[src/rtl/clk_ratio_monitor_pkg.sv]
// Shared state encoding and counter constants for clk_ratio_monitor and its bench.
package clk_ratio_monitor_pkg;

  localparam int CNT_W = 8;
  localparam logic [CNT_W-1:0] CNT_SAT = '1;

  typedef enum logic [1:0] {
    IDLE    = 2'd0,
    MEASURE = 2'd1,
    TRACK   = 2'd2,
    LOCKED  = 2'd3
  } mon_state_t;

endpackage

[src/rtl/clk_edge_detect.sv]
// Samples a slow level in the fast domain and registers one-cycle rise/fall strobes.
// CLK_RATIO_MON_SYNC_EN adds a 2-flop synchronizer ahead of the sample register.
module clk_edge_detect (
  input  logic clk,
  input  logic reset,
  input  logic raw,
  output logic level,
  output logic rise_evt,
  output logic fall_evt,
  output logic rise_stb,
  output logic fall_stb
);

  logic src;
  logic prev;

`ifdef CLK_RATIO_MON_SYNC_EN
  logic sync1;
  logic sync2;

  // NOTE: non-blocking assignments make sync2 take sync1's old value, giving two real stages.
  always_ff @(posedge clk or posedge reset) begin
    if (reset) begin
      sync1 <= 1'b0;
      sync2 <= 1'b0;
    end else begin
      sync1 <= raw;
      sync2 <= sync1;
    end
  end

  assign src = sync2;
`else
  assign src = raw;
`endif

  // Sample resets to 0, so an input already high at release shows up as a rise.
  always_ff @(posedge clk or posedge reset) begin
    if (reset) begin
      level    <= 1'b0;
      prev     <= 1'b0;
      rise_stb <= 1'b0;
      fall_stb <= 1'b0;
    end else begin
      level    <= src;
      prev     <= level;
      rise_stb <= rise_evt;
      fall_stb <= fall_evt;
    end
  end

  assign rise_evt = level & ~prev;
  assign fall_evt = ~level & prev;

endmodule

[src/rtl/clk_ratio_monitor.sv]
// Measures a divided clock's period/high time in fast cycles and tracks lock to EXP_PERIOD.
// Optional CLK_RATIO_MON_SYNC_EN (in clk_edge_detect) adds two cycles of input synchronization.
module clk_ratio_monitor
  import clk_ratio_monitor_pkg::*;
#(
  parameter int EXP_PERIOD = 8,
  parameter int LOCK_COUNT = 4,
  parameter int CNT_W      = clk_ratio_monitor_pkg::CNT_W
) (
  input  logic             clk,
  input  logic             reset,
  input  logic             slow_clk_in,
  output logic             rise_stb,
  output logic             fall_stb,
  output logic [CNT_W-1:0] period,
  output logic [CNT_W-1:0] high_time,
  output logic             locked,
  output logic             err
);

  localparam int MC_W = $clog2(LOCK_COUNT + 1);
  localparam logic [CNT_W-1:0] SAT     = '1;
  localparam logic [CNT_W-1:0] SAT_PRE = {{(CNT_W-1){1'b1}}, 1'b0};
  localparam logic [CNT_W-1:0] EXP     = CNT_W'(EXP_PERIOD);
  localparam logic [MC_W-1:0]  MC_LOCK = MC_W'(LOCK_COUNT);
  localparam logic [MC_W-1:0]  MC_ONE  = MC_W'(1);

  logic             level;
  logic             rise_evt;
  logic             fall_evt;
  logic             match;
  logic [CNT_W-1:0] pc;
  logic [CNT_W-1:0] hc;
  logic [MC_W-1:0]  mc;
  logic [MC_W-1:0]  mc_inc;
  mon_state_t       state;

  clk_edge_detect u_edge (
    .clk      (clk),
    .reset    (reset),
    .raw      (slow_clk_in),
    .level    (level),
    .rise_evt (rise_evt),
    .fall_evt (fall_evt),
    .rise_stb (rise_stb),
    .fall_stb (fall_stb)
  );

  assign match  = (pc == EXP);
  assign mc_inc = mc + 1'b1;

  always_ff @(posedge clk or posedge reset) begin
    if (reset) begin
      state     <= IDLE;
      pc        <= '0;
      hc        <= '0;
      mc        <= '0;
      period    <= '0;
      high_time <= '0;
      locked    <= 1'b0;
      err       <= 1'b0;
    end else begin
      err <= 1'b0;
      if (level && hc != SAT) hc <= hc + 1'b1;
      if (fall_evt) high_time <= hc;

      if (rise_evt) begin
        // A rise coinciding with saturation restarts the counters, so no timeout fires.
        pc <= CNT_W'(1);
        hc <= CNT_W'(1);
        case (state)
          IDLE: state <= MEASURE;
          MEASURE: begin
            period <= pc;
            mc     <= match ? MC_ONE : '0;
            if (match && MC_ONE == MC_LOCK) begin
              state  <= LOCKED;
              locked <= 1'b1;
            end else begin
              state <= TRACK;
            end
          end
          TRACK: begin
            period <= pc;
            if (!match) begin
              mc <= '0;
            end else if (mc_inc == MC_LOCK) begin
              mc     <= mc_inc;
              state  <= LOCKED;
              locked <= 1'b1;
            end else begin
              mc <= mc_inc;
            end
          end
          LOCKED: begin
            period <= pc;
            if (!match) begin
              err    <= 1'b1;
              locked <= 1'b0;
              mc     <= '0;
              state  <= TRACK;
            end
          end
          default: state <= IDLE;
        endcase
      end else begin
        if (pc != SAT) pc <= pc + 1'b1;
        // Fires only on the step into saturation, so a stuck input yields a single err pulse.
        if (pc == SAT_PRE) begin
          err    <= 1'b1;
          locked <= 1'b0;
          mc     <= '0;
          state  <= IDLE;
        end
      end
    end
  end

endmodule

[config.mk]
export PLATFORM = sky130hd
export DESIGN_NAME = clk_ratio_monitor
export DESIGN_NICKNAME = d
export VERILOG_FILES = /design/src/rtl/clk_ratio_monitor_pkg.sv /design/src/rtl/clk_edge_detect.sv /design/src/rtl/clk_ratio_monitor.sv
export SDC_FILE = /design/constraint.sdc
export NUM_CORES = 1
export LEC_CHECK = 0
export ABC_AREA = 1
export BUFFER_PORTS_ARGS = -buffer_cell sky130_fd_sc_hd__buf_4
export CORE_MARGIN = 3
export CORE_UTILIZATION = 35
export DETAILED_ROUTE_END_ITERATION = 16
export PLACE_DENSITY = 0.56
export SETUP_SLACK_MARGIN = 0.02
export SLEW_MARGIN = 40
export SYNTH_ARGS = -nofsm -noshare
export SYNTH_HDL_FRONTEND = slang
export SYNTH_SLANG_ARGS = --single-unit
[constraint.sdc]
create_clock -name clk -period 2.58 [get_ports clk]
set_clock_uncertainty 0.1 [all_clocks]
set_input_delay 0 -clock clk [delete_from_list [all_inputs] [get_ports clk]]
set_output_delay 0 -clock clk [all_outputs]
set_load 0.1 [all_outputs]
==> impl_results.md <==
* Status: finished, final reports clean
* Worst-path clk slew at 90 ps
* Final slew viol count at 0
* Worst Path Max Fanout at 18
* Syn_nets at 245
* Cts repair resizes at 0
* Hold-fix buffers, CTS at 2
* Final instance area at 2440 um2
* Initial Util at 36.9%
* CP arrival at 1870 ps
* Footprint of the multi-input gates at 871 um2
* Final period utilization at 67.7%
* Commonest non-fill, non-tap cells in the layout: nand2_1, dfrtp_1, o21ai_0
* H-tree levels at 2
* Fillers at 545
* CP top delay family: simple AND/OR/NAND/NOR gates
* Required @ worst endpoint at 2700 ps
* YS warnings at 0
* Syn avg cell area at 8.83 um2
* Worst R2R End: mc[2]$_DFFE_PP0P_
* CTS tree: built
* Initial DRC Count at 97
* Worst Tran Pin Value at 602 ps
* Clk sinks at 43
* Crit. End Element: flip-flop
* Sequential area share after synthesis at 51.7%
* PortBufs at 22
* R2R Path Start: u_edge.level$_DFF_PP0_
* Yosys cell types at 28
* Share of layout cells above drive strength 1 at 21.1%
* DRC Markers at 0
* CP max stage delay at 450 ps
* Final setup fails at 0
* Root buffer cell: clkbuf_8
* Detail Route Antenna Nets at 0
* Antenna Cells at 0
* Largest net degree at the start of global routing at 26
* CP Class: reg2reg
* Die width at 83.2 um
* Via density at 4.82
* I/O Pins at 23
* TritonRoute pass-1 iters at 4
* Mapped Area at 2080 um2
* RSZ-0062 raised after global routing: no
* Synth Register Bits at 43
* Reg2reg path depth at 7
* Gate Count Post-Synth at 236
* CP bufs+invs at 1
* Die ar. at 6910 um2
* Worst hold path type: in2async
* Final hold vios at 0
* Worst-Skew Late Latency at 300 ps
* TNS Setup at 0 ps
* Setup Fix Bufs, Post-CTS at 0
* DR WL/cell at 12.2 um
* Fmax achieved at 0.572 GHz
* Critical path's slowest cell: dfrtp_1
* Core Region at 5640 um2
* Vias in the first global route at 1555
* Global route overflow at 0
* Area grow syn2layout at 17.2%
* Fin crit period at 1750 ps
* Register area at 1080 um2
* Cell mode on critical path: nand2_1
* Relative slew slack at 59.9%
* Die height at 83.2 um
* Num rows at 27
* Vias at 1625
* Gr usage total at 13.0%
* Max_cap viols at 0
* Wirelength, routed at 4110 um
* Final Wtd Congestion at 0.768
* Pwr dens at 811 nW/um2
* Crit path cell chain: nand2_4 > inv_2 > o21ai_2 > nand2_1 > nand2_2 > nand2_1 > o21ai_1
* Commonest non-fill, non-tap cell in the layout: nand2_1
* FF-to-FF setup slack at 830 ps
* Post-DP HPWL at 2920 um
* Critical path launch point type: flip-flop
* Initial antenna violation count at 0
* Cell Area, Placed at 2330 um2
* Nets at 273
* Lkg Pwr at 0.00117 uW
* CTS max path bufs at 2
* Worst vdd ir at 505 uV
* First-pass GRT wire length at 7420 um
* Num CTS Buffers at 5
-- worst register-to-register path: cells and delay by family, from the launching register on --
kind / cells / cell delay [ps]
compound gates: 2 / 360
buf+inv: 1 / 180
flops: 1 / 450
simple gates: 4 / 590
-- layout make-up --
cell class	instances	area share (%)
clock buffer	7	3.53
tap	72	3.69
sequential	43	44.1
timing repair buffer	25	7.89
inverter	31	4.82
multi-input combinational	158	35.7
clock inverter	1	0.359
-- sequential cells by signal, indices dropped and copies added, names as in the netlist, 2 cells and up --
| register | flops |
|---|---|
| hc | 8 |
| high_time | 8 |
| mc | 3 |
| pc | 8 |
| period | 8 |
| state | 2 |
-- logic make-up (layout without fill, tap and decap cells) --
| family | Yosys count | after routing | share of synthesized area, % |
|---|---|---|---|
| fa+ha+maj | 6 | 6 | 3.60 |
| xor+xnor | 1 | 1 | 0.420 |
| flops | 43 | 43 | 51.7 |
| buf+inv | 35 | 64 | 6.55 |
| compound gates | 46 | 46 | 12.1 |
| simple gates | 105 | 105 | 25.7 |
-- stage by stage --
step | cells | power (uW) | utilization [%] | hold WS (ps) | worst slack [ps]
4_1_cts | 337 | 2010 | 43.3 | 154 | 829
2_1_floorplan | 236 | 1380 | - | -68.6 | 1080
3_5_place_dp | 327 | 1530 | 41.3 | -70.3 | 862
6_report | 337 | 1980 | 43.3 | 140 | 833
3_3_place_gp | 327 | 1530 | 41.2 | 20.0 | 907
5_1_grt | 337 | 2090 | 43.3 | 186 | 630
-- where the power goes --
group / leakage (uW) / switching, uW / internal (uW)
Clock: 0.0000484 / 241 / 220
Sequential: 0.000574 / 77.9 / 766
Combinational: 0.000544 / 532 / 144
Total: 0.00117 / 852 / 1130
-- routing by layer --
metal | GRT usage (%) | part of all wire, %
met3 | 3.17 | 3.8
met1 | 18.2 | 52
met5 | 0 | 0
met4 | 5.35 | 1.4
met2 | 19.3 | 43
-- worst max path at each step --
stage / start / to / slack [ps] / cells after the start
after floorplan: pc[0]$_DFFE_PP0P_ / locked$_DFFE_PP0P_ / 1080 / 9
after global placement: pc[0]$_DFFE_PP0P_ / state[1]$_DFFE_PP0P_ / 910 / 9
after detailed placement: u_edge.level$_DFF_PP0_ / mc[2]$_DFFE_PP0P_ / 860 / 7
after CTS: u_edge.level$_DFF_PP0_ / mc[2]$_DFFE_PP0P_ / 830 / 7
after global routing: u_edge.level$_DFF_PP0_ / mc[2]$_DFFE_PP0P_ / 630 / 7
final: u_edge.level$_DFF_PP0_ / mc[2]$_DFFE_PP0P_ / 830 / 7
-- synth_stat cells --
| master | instances | area [um2] |
|---|---|---|
| o21ai_0 | 28 | 140 |
| ha_1 | 6 | 75.1 |
| a211oi_1 | 1 | 7.51 |
| o31ai_1 | 1 | 7.51 |
| a31oi_1 | 1 | 6.26 |
| nand2_4 | 2 | 22.5 |
| inv_2 | 5 | 18.8 |
| inv_1 | 26 | 97.6 |
| nor2_1 | 13 | 48.8 |
| a21oi_1 | 6 | 30.0 |
| o21ai_2 | 2 | 17.5 |
| o21ai_1 | 6 | 30.0 |
| buf_2 | 1 | 5.00 |
| nand3_1 | 13 | 65.1 |
| nand2_2 | 7 | 43.8 |
| nand2_1 | 52 | 195 |
| xor2_1 | 1 | 8.76 |
| buf_4 | 1 | 7.51 |
| nor2_8 | 1 | 20.0 |
| nor3_2 | 2 | 20.0 |
| nand3_4 | 1 | 17.5 |
| clkbuf_1 | 2 | 7.51 |
| dfrtp_1 | 43 | 1080 |
| a211oi_2 | 1 | 12.5 |
| nand3_2 | 1 | 10.0 |
| nor3_1 | 3 | 15.0 |
| nor2_4 | 3 | 33.8 |
| nand4_1 | 7 | 43.8 |
(Power assumes the default switching activity.)
